`src/rtl/lcd_pattern_gen_if.sv`:
```
// Pattern-select inputs and LCD pin/status outputs of lcd_pattern_gen.
// The master side is the generator and the slave side is the panel or bench.
interface lcd_pattern_gen_if;
    logic [1:0]  MODE;
    logic [15:0] SOLID_RGB;
    logic        LCD_DE;
    logic        LCD_HSYNC;
    logic        LCD_VSYNC;
    logic [4:0]  LCD_R;
    logic [5:0]  LCD_G;
    logic [4:0]  LCD_B;
    logic        FRAME_START;
    logic [7:0]  FRAME_CNT;

    modport master (
        input  MODE, SOLID_RGB,
        output LCD_DE, LCD_HSYNC, LCD_VSYNC, LCD_R, LCD_G, LCD_B, FRAME_START, FRAME_CNT
    );
    modport slave (
        output MODE, SOLID_RGB,
        input  LCD_DE, LCD_HSYNC, LCD_VSYNC, LCD_R, LCD_G, LCD_B, FRAME_START, FRAME_CNT
    );
endinterface

```
`src/rtl/lcd_pattern_gen.sv`:
```
// Parametrised LCD timing generator with four test patterns (RGB565).
// Every output is registered one cycle after the counter state it reflects.
module lcd_pattern_gen #(
    parameter int H_ACTIVE   = 800,
    parameter int H_FP       = 210,
    parameter int H_SYNC     = 20,
    parameter int H_BP       = 26,
    parameter int V_ACTIVE   = 480,
    parameter int V_FP       = 22,
    parameter int V_SYNC     = 10,
    parameter int V_BP       = 13,
    parameter int HS_POL     = 0,
    parameter int VS_POL     = 0,
    parameter int GRID_SHIFT = 5
) (
    input  logic               CLK,
    input  logic               nRST,
    lcd_pattern_gen_if.master  lcd
);
    localparam int H_TOTAL = H_ACTIVE + H_FP + H_SYNC + H_BP;
    localparam int V_TOTAL = V_ACTIVE + V_FP + V_SYNC + V_BP;
    localparam int HW      = $clog2(H_TOTAL);
    localparam int VW      = $clog2(V_TOTAL);
    localparam int BW      = H_ACTIVE / 8;
    localparam int BPW     = $clog2(BW + 1);

    localparam logic [HW-1:0]  H_ACT    = HW'(H_ACTIVE);
    localparam logic [HW-1:0]  H_EDGE   = HW'(H_ACTIVE - 1);
    localparam logic [HW-1:0]  H_LAST   = HW'(H_TOTAL - 1);
    localparam logic [HW-1:0]  HS_BEG   = HW'(H_ACTIVE + H_FP);
    localparam logic [HW-1:0]  HS_END   = HW'(H_ACTIVE + H_FP + H_SYNC);
    localparam logic [VW-1:0]  V_ACT    = VW'(V_ACTIVE);
    localparam logic [VW-1:0]  V_EDGE   = VW'(V_ACTIVE - 1);
    localparam logic [VW-1:0]  V_LAST   = VW'(V_TOTAL - 1);
    localparam logic [VW-1:0]  VS_BEG   = VW'(V_ACTIVE + V_FP);
    localparam logic [VW-1:0]  VS_END   = VW'(V_ACTIVE + V_FP + V_SYNC);
    localparam logic [BPW-1:0] BAR_LAST = BPW'(BW - 1);
    localparam logic           HS_ACT   = 1'(HS_POL);
    localparam logic           VS_ACT   = 1'(VS_POL);

    logic [HW-1:0]  h_cnt_q, h_cnt_d;
    logic [VW-1:0]  v_cnt_q, v_cnt_d;
    logic [2:0]     bar_idx_q, bar_idx_d;
    logic [BPW-1:0] bar_px_q, bar_px_d;
    logic [1:0]     mode_q, mode_d;
    logic [15:0]    solid_q, solid_d;
    logic           de_q, de_d;
    logic           hs_q, hs_d;
    logic           vs_q, vs_d;
    logic [15:0]    rgb_q, rgb_d;
    logic           fs_q, fs_d;
    logic [7:0]     fcnt_q, fcnt_d;

    logic           active;
    logic [7:0]     x8, y8;
    logic [15:0]    bar_rgb, pix;

    always_comb begin
        h_cnt_d   = h_cnt_q + 1'b1;
        v_cnt_d   = v_cnt_q;
        bar_idx_d = bar_idx_q;
        bar_px_d  = bar_px_q + 1'b1;
        mode_d    = mode_q;
        solid_d   = solid_q;

        // Bar counter tracks h_cnt; saturating at 7 lets the last bar absorb the remainder.
        if (h_cnt_q == H_LAST) begin
            h_cnt_d   = '0;
            bar_idx_d = '0;
            bar_px_d  = '0;
            v_cnt_d   = (v_cnt_q == V_LAST) ? '0 : v_cnt_q + 1'b1;
        end else if (bar_px_q == BAR_LAST) begin
            bar_px_d = '0;
            if (bar_idx_q != 3'd7) bar_idx_d = bar_idx_q + 1'b1;
        end

        // Pattern inputs only change on the last clock of a frame, so a frame never tears.
        if (h_cnt_q == H_LAST && v_cnt_q == V_LAST) begin
            mode_d  = lcd.MODE;
            solid_d = lcd.SOLID_RGB;
        end

        active = (h_cnt_q < H_ACT) && (v_cnt_q < V_ACT);
        x8     = 8'(h_cnt_q);
        y8     = 8'(v_cnt_q);

        case (bar_idx_q)
            3'd0:    bar_rgb = 16'hFFFF;
            3'd1:    bar_rgb = 16'hFFE0;
            3'd2:    bar_rgb = 16'h07FF;
            3'd3:    bar_rgb = 16'h07E0;
            3'd4:    bar_rgb = 16'hF81F;
            3'd5:    bar_rgb = 16'hF800;
            3'd6:    bar_rgb = 16'h001F;
            default: bar_rgb = 16'h0000;
        endcase

        case (mode_q)
            2'd0:    pix = bar_rgb;
            2'd1:    pix = (x8[GRID_SHIFT-1:0] == '0 || y8[GRID_SHIFT-1:0] == '0 ||
                            h_cnt_q == H_EDGE || v_cnt_q == V_EDGE) ? 16'hFFFF : 16'h0000;
            2'd2:    pix = {x8[7:3], y8[7:2], 5'((x8 + y8) >> 3)};
            default: pix = solid_q;
        endcase

        rgb_d  = active ? pix : 16'h0000;
        de_d   = active;
        hs_d   = (h_cnt_q >= HS_BEG && h_cnt_q < HS_END) ? HS_ACT : ~HS_ACT;
        vs_d   = (v_cnt_q >= VS_BEG && v_cnt_q < VS_END) ? VS_ACT : ~VS_ACT;
        fs_d   = (h_cnt_q == '0) && (v_cnt_q == '0);
        fcnt_d = fs_d ? fcnt_q + 1'b1 : fcnt_q;
    end

    always_ff @(posedge CLK or negedge nRST) begin
        if (!nRST) begin
            h_cnt_q   <= '0;
            v_cnt_q   <= '0;
            bar_idx_q <= '0;
            bar_px_q  <= '0;
            mode_q    <= '0;
            solid_q   <= '0;
            de_q      <= 1'b0;
            hs_q      <= ~HS_ACT;
            vs_q      <= ~VS_ACT;
            rgb_q     <= '0;
            fs_q      <= 1'b0;
            fcnt_q    <= '0;
        end else begin
            h_cnt_q   <= h_cnt_d;
            v_cnt_q   <= v_cnt_d;
            bar_idx_q <= bar_idx_d;
            bar_px_q  <= bar_px_d;
            mode_q    <= mode_d;
            solid_q   <= solid_d;
            de_q      <= de_d;
            hs_q      <= hs_d;
            vs_q      <= vs_d;
            rgb_q     <= rgb_d;
            fs_q      <= fs_d;
            fcnt_q    <= fcnt_d;
        end
    end

    assign lcd.LCD_DE      = de_q;
    assign lcd.LCD_HSYNC   = hs_q;
    assign lcd.LCD_VSYNC   = vs_q;
    assign lcd.LCD_R       = rgb_q[15:11];
    assign lcd.LCD_G       = rgb_q[10:5];
    assign lcd.LCD_B       = rgb_q[4:0];
    assign lcd.FRAME_START = fs_q;
    assign lcd.FRAME_CNT   = fcnt_q;
endmodule

```
`src/flat_wrapper.sv`:
```
// flat-port wrapper written by rule: the top's interface ports become plain ports
module lcd_pattern_gen_flat 
#(
    parameter int H_ACTIVE   = 800,
    parameter int H_FP       = 210,
    parameter int H_SYNC     = 20,
    parameter int H_BP       = 26,
    parameter int V_ACTIVE   = 480,
    parameter int V_FP       = 22,
    parameter int V_SYNC     = 10,
    parameter int V_BP       = 13,
    parameter int HS_POL     = 0,
    parameter int VS_POL     = 0,
    parameter int GRID_SHIFT = 5
)
  (CLK, nRST, lcd_MODE, lcd_SOLID_RGB, lcd_LCD_DE, lcd_LCD_HSYNC, lcd_LCD_VSYNC, lcd_LCD_R, lcd_LCD_G, lcd_LCD_B, lcd_FRAME_START, lcd_FRAME_CNT);
  lcd_pattern_gen_if lcd_i ();
  input  logic CLK;
  input  logic nRST;
  input wire logic [$bits(lcd_i.MODE)-1:0] lcd_MODE;
  input wire logic [$bits(lcd_i.SOLID_RGB)-1:0] lcd_SOLID_RGB;
  output wire logic [$bits(lcd_i.LCD_DE)-1:0] lcd_LCD_DE;
  output wire logic [$bits(lcd_i.LCD_HSYNC)-1:0] lcd_LCD_HSYNC;
  output wire logic [$bits(lcd_i.LCD_VSYNC)-1:0] lcd_LCD_VSYNC;
  output wire logic [$bits(lcd_i.LCD_R)-1:0] lcd_LCD_R;
  output wire logic [$bits(lcd_i.LCD_G)-1:0] lcd_LCD_G;
  output wire logic [$bits(lcd_i.LCD_B)-1:0] lcd_LCD_B;
  output wire logic [$bits(lcd_i.FRAME_START)-1:0] lcd_FRAME_START;
  output wire logic [$bits(lcd_i.FRAME_CNT)-1:0] lcd_FRAME_CNT;
  assign lcd_i.MODE = lcd_MODE;
  assign lcd_i.SOLID_RGB = lcd_SOLID_RGB;
  assign lcd_LCD_DE = lcd_i.LCD_DE;
  assign lcd_LCD_HSYNC = lcd_i.LCD_HSYNC;
  assign lcd_LCD_VSYNC = lcd_i.LCD_VSYNC;
  assign lcd_LCD_R = lcd_i.LCD_R;
  assign lcd_LCD_G = lcd_i.LCD_G;
  assign lcd_LCD_B = lcd_i.LCD_B;
  assign lcd_FRAME_START = lcd_i.FRAME_START;
  assign lcd_FRAME_CNT = lcd_i.FRAME_CNT;
  lcd_pattern_gen #(.H_ACTIVE(H_ACTIVE), .H_FP(H_FP), .H_SYNC(H_SYNC), .H_BP(H_BP), .V_ACTIVE(V_ACTIVE), .V_FP(V_FP), .V_SYNC(V_SYNC), .V_BP(V_BP), .HS_POL(HS_POL), .VS_POL(VS_POL), .GRID_SHIFT(GRID_SHIFT)) u_core (.CLK(CLK), .nRST(nRST), .lcd(lcd_i));
endmodule
```
`config.mk`:
```
export PLATFORM = sky130hd
export DESIGN_NAME = lcd_pattern_gen_flat
export DESIGN_NICKNAME = d
export VERILOG_FILES = /design/src/rtl/lcd_pattern_gen_if.sv /design/src/rtl/lcd_pattern_gen.sv /design/src/flat_wrapper.sv
export SDC_FILE = /design/constraint.sdc
export NUM_CORES = 1
export LEC_CHECK = 0
export CAP_MARGIN = 10
export CORE_UTILIZATION = 53
export DETAILED_ROUTE_END_ITERATION = 10
export PLACE_DENSITY = 0.77
export SETUP_SLACK_MARGIN = 0.05
export SKIP_CTS_REPAIR_TIMING = 1
export SLEW_MARGIN = 40
export SYNTH_ARGS = -nofsm -noshare
export SYNTH_HDL_FRONTEND = slang
export SYNTH_SLANG_ARGS = --single-unit
```
`constraint.sdc`:
```
create_clock -name CLK -period 2.9 [get_ports CLK]
set_input_delay 0.58 -clock CLK [delete_from_list [all_inputs] [get_ports CLK]]
set_output_delay 0.58 -clock CLK [all_outputs]
set_load 0.02 [all_outputs]
```
==> out/results.ini <==
[outcome]
status=complete, no violations

[worst_setup_path]
end_kind=register
critPathRequiredTime_ns=3.13
crit_fanout=8
rr_worst_depth=6
critPathTopFamily=simple AND/OR/NAND/NOR gates
rrSetupSlack_ns=0.28
slowest_delay_ns=0.71
path_class=reg -> reg
worstReg2RegEnd=u_core.v_cnt_q[8]$_DFFE_PN0P_
path_depth=6
cp_cell_sequence=ha_1, nand4_1, or4_1, or3_4, nor2_2, mux2_1
crit_slowest_cell=or4_1
arrival_ns=2.86
r2r-start=u_core.h_cnt_q[1]$_DFF_PN0_
start_kind=register
crit_buf_inv=0

[global_route]
grt_pass1_vias=2718
grtUsageMet3_pct=5.05
gr-usage-met1_pct=30.6
grt_use_met2_pct=35.7
grt_max_degree=78
antenna_found_initial=0
overflow=0
grtUsageTotal_pct=22.8
grt_pass1_wl_mm=12.9
grt_busiest_layer=met2

[power]
power_density_mw_per_mm2=408
p_leak_nw=2.11
peakVddDrop_v=0.000208

[synth]
synth_top_area_share_pct=49.9
ys_seq_area_share_pct=51.3
synth_warnings=0
ys.flop_type=dfrtp_1
synth_seq_cells=77
synthCells=352
syn_area_per_cell_um2=10.7
syn_nets=390
synthTopCellsByArea=dfrtp_1, ha_1, mux2_2, xnor2_1, nor2_1
synth.most_common_cell=dfrtp_1
synth.distinct_cells=45
yosys.area.top_type=dfrtp_1
synth_edf_count=0
synth_area_mm2=0.00376
synthTopCellsByCount=dfrtp_1, nor2_1, nand2_1
async_flop_share_pct=100

[timing]
rsz0062_at_grt=false
fin_crit_sh_pct=90.4
clock.fmax_ghz=0.382
worstMarginPinSlew_ns=0.684
hold_viol_final=0
slew_headroom_pct=54.4
timing.final.ws_setup_ns=0.279
min_period_ns=2.62
fin_skew_ns=0.00629
fin_tns_setup_ns=0
slew_viol_final=0
finalSetupViolCount=0

[detailed_routing]
drt_pass1_iterations=4
drtIter0Drc=161
final_antenna_net_count=0
drt-vias-per-instance=5.61
vias=2825
wl_per_cell_um=15.4
drc=0
wl_mm=7.74

[min_path]
min_path_type=in -> async

[cts]
clock-sinks=77
path_clk_slew_ns=0.08
htree_levels=3
root_buffer=clkbuf_8
clk_latency_ns=0.34
clk_path_buf_depth=2
cts_tree=built
cts_buffers=9

[floorplan]
num_rows=30
die_w_um=86.2
dieArea_mm2=0.00744
io_pins=48
die_h_um=86.2
coreArea_mm2=0.00683
start_util_pct=55.1

[layout]
drive_gt1_share_pct=13.2
syn_to_final_growth_pct=20.2
antennaDiodeCount=0
nets=441

[place]
routabilityCongestion=0.885
dp_worst_setup_slack_ns=0.323
dp_hpwl_mm=5.52
portBuffers=47

[job]
maxCapViolations=0

-- kinds of logic (layout without fill, tap and decap cells) --
kind of cell	count (synthesis)	after routing	share of synthesized area, %
buffers and inverters	27	83	2.83
muxes	23	23	6.75
xor gates and xnor gates	28	28	6.52
DFF	77	77	51.3
AOI/OAI and AO/OA	55	55	9.95
adders and majority gates	18	18	5.99
and+or+nand+nor	124	124	16.7
-- through the flow --
stage | cells | power [W] | hold WS (ns) | utilization [%] | area, um^2
2_1_floorplan | 352 | 0.00109 | 0.284 | - | 3760
3_3_place_gp | 488 | 0.00114 | 0.441 | 63.5 | 4340
3_5_place_dp | 488 | 0.00114 | 0.453 | 63.6 | 4340
4_1_cts | 504 | 0.00187 | 0.270 | 66.2 | 4520
5_1_grt | 504 | 0.00191 | 0.302 | 66.2 | 4520
6_report | 504 | 0.00185 | 0.237 | 66.2 | 4520
-- state kept, by name (all words and copies together) (netlist names) --
| name | count |
|---|---|
| u_core.lcd.LCD_VSYNC | 1 |
| u_core.solid_q | 16 |
| u_core.lcd.FRAME_START | 1 |
| u_core.rgb_q | 16 |
| u_core.bar_idx_q | 3 |
| u_core.mode_q | 2 |
| u_core.v_cnt_q | 10 |
| u_core.bar_px_q | 7 |
| u_core.h_cnt_q | 11 |
| u_core.lcd.LCD_HSYNC | 1 |
| u_core.lcd.LCD_DE | 1 |
| u_core.lcd.FRAME_CNT | 8 |
-- where the power goes --
group	internal [W]	switching, W	total (W)
clock network	0.000353	0.000374	0.000728
logic	0.0000224	0.0000225	0.0000449
registers	0.00107	0	0.00107
-- routing by layer --
metal,wire (um),vias up
li1,-,1362
met1,3690,1377
met2,3600,76
met3,342,10
met4,112,0
met5,0,-
-- placed cells by master, fill, tap and decap left out, drive strengths merged, types with 2 or more instances in the layout --
| master | instances |
|---|---|
| a31oi | 6 |
| nor4b | 2 |
| dfstp | 2 |
| nand2 | 24 |
| o21ai | 13 |
| nor4 | 4 |
| clkbuf | 12 |
| a21oi | 9 |
| mux2 | 19 |
| xor2 | 12 |
| o221a | 5 |
| buf | 7 |
| nand2b | 4 |
| nor3 | 8 |
| a31o | 2 |
| dfrtp | 75 |
| clkinv | 3 |
| a211oi | 5 |
| and2 | 3 |
| clkdlybuf4s50 | 46 |
| nor2 | 36 |
| or3 | 4 |
| and3 | 8 |
| nand4 | 9 |
| ha | 18 |
| inv | 14 |
| a21o | 2 |
| mux2i | 4 |
| nand3 | 14 |
| o22ai | 7 |
| xnor2 | 16 |
| or4 | 5 |
-- cell type report --
class                   instances  area (um^2)
clock buffers                  12          155
clock inverters                 4         22.5
fillers                       550         2310
inverters                      14         52.6
multi-input cells             248         1730
flip-flops and latches         77         1930
well taps                      96          120
repair buffers                 53          517
-- worst max path at each step --
stage,start,end,slack [ns]
finish,u_core.h_cnt_q[1]$_DFF_PN0_,u_core.v_cnt_q[8]$_DFFE_PN0P_,0.28
global route,u_core.h_cnt_q[1]$_DFF_PN0_,u_core.v_cnt_q[8]$_DFFE_PN0P_,0.15
CTS,u_core.h_cnt_q[1]$_DFF_PN0_,u_core.v_cnt_q[8]$_DFFE_PN0P_,0.30
detailed placement,u_core.h_cnt_q[1]$_DFF_PN0_,u_core.v_cnt_q[8]$_DFFE_PN0P_,0.32
global placement,u_core.h_cnt_q[5]$_DFF_PN0_,u_core.v_cnt_q[8]$_DFFE_PN0P_,0.36
floorplan,u_core.h_cnt_q[5]$_DFF_PN0_,u_core.v_cnt_q[8]$_DFFE_PN0P_,0.49
Power figures use the tool's default switching activity.
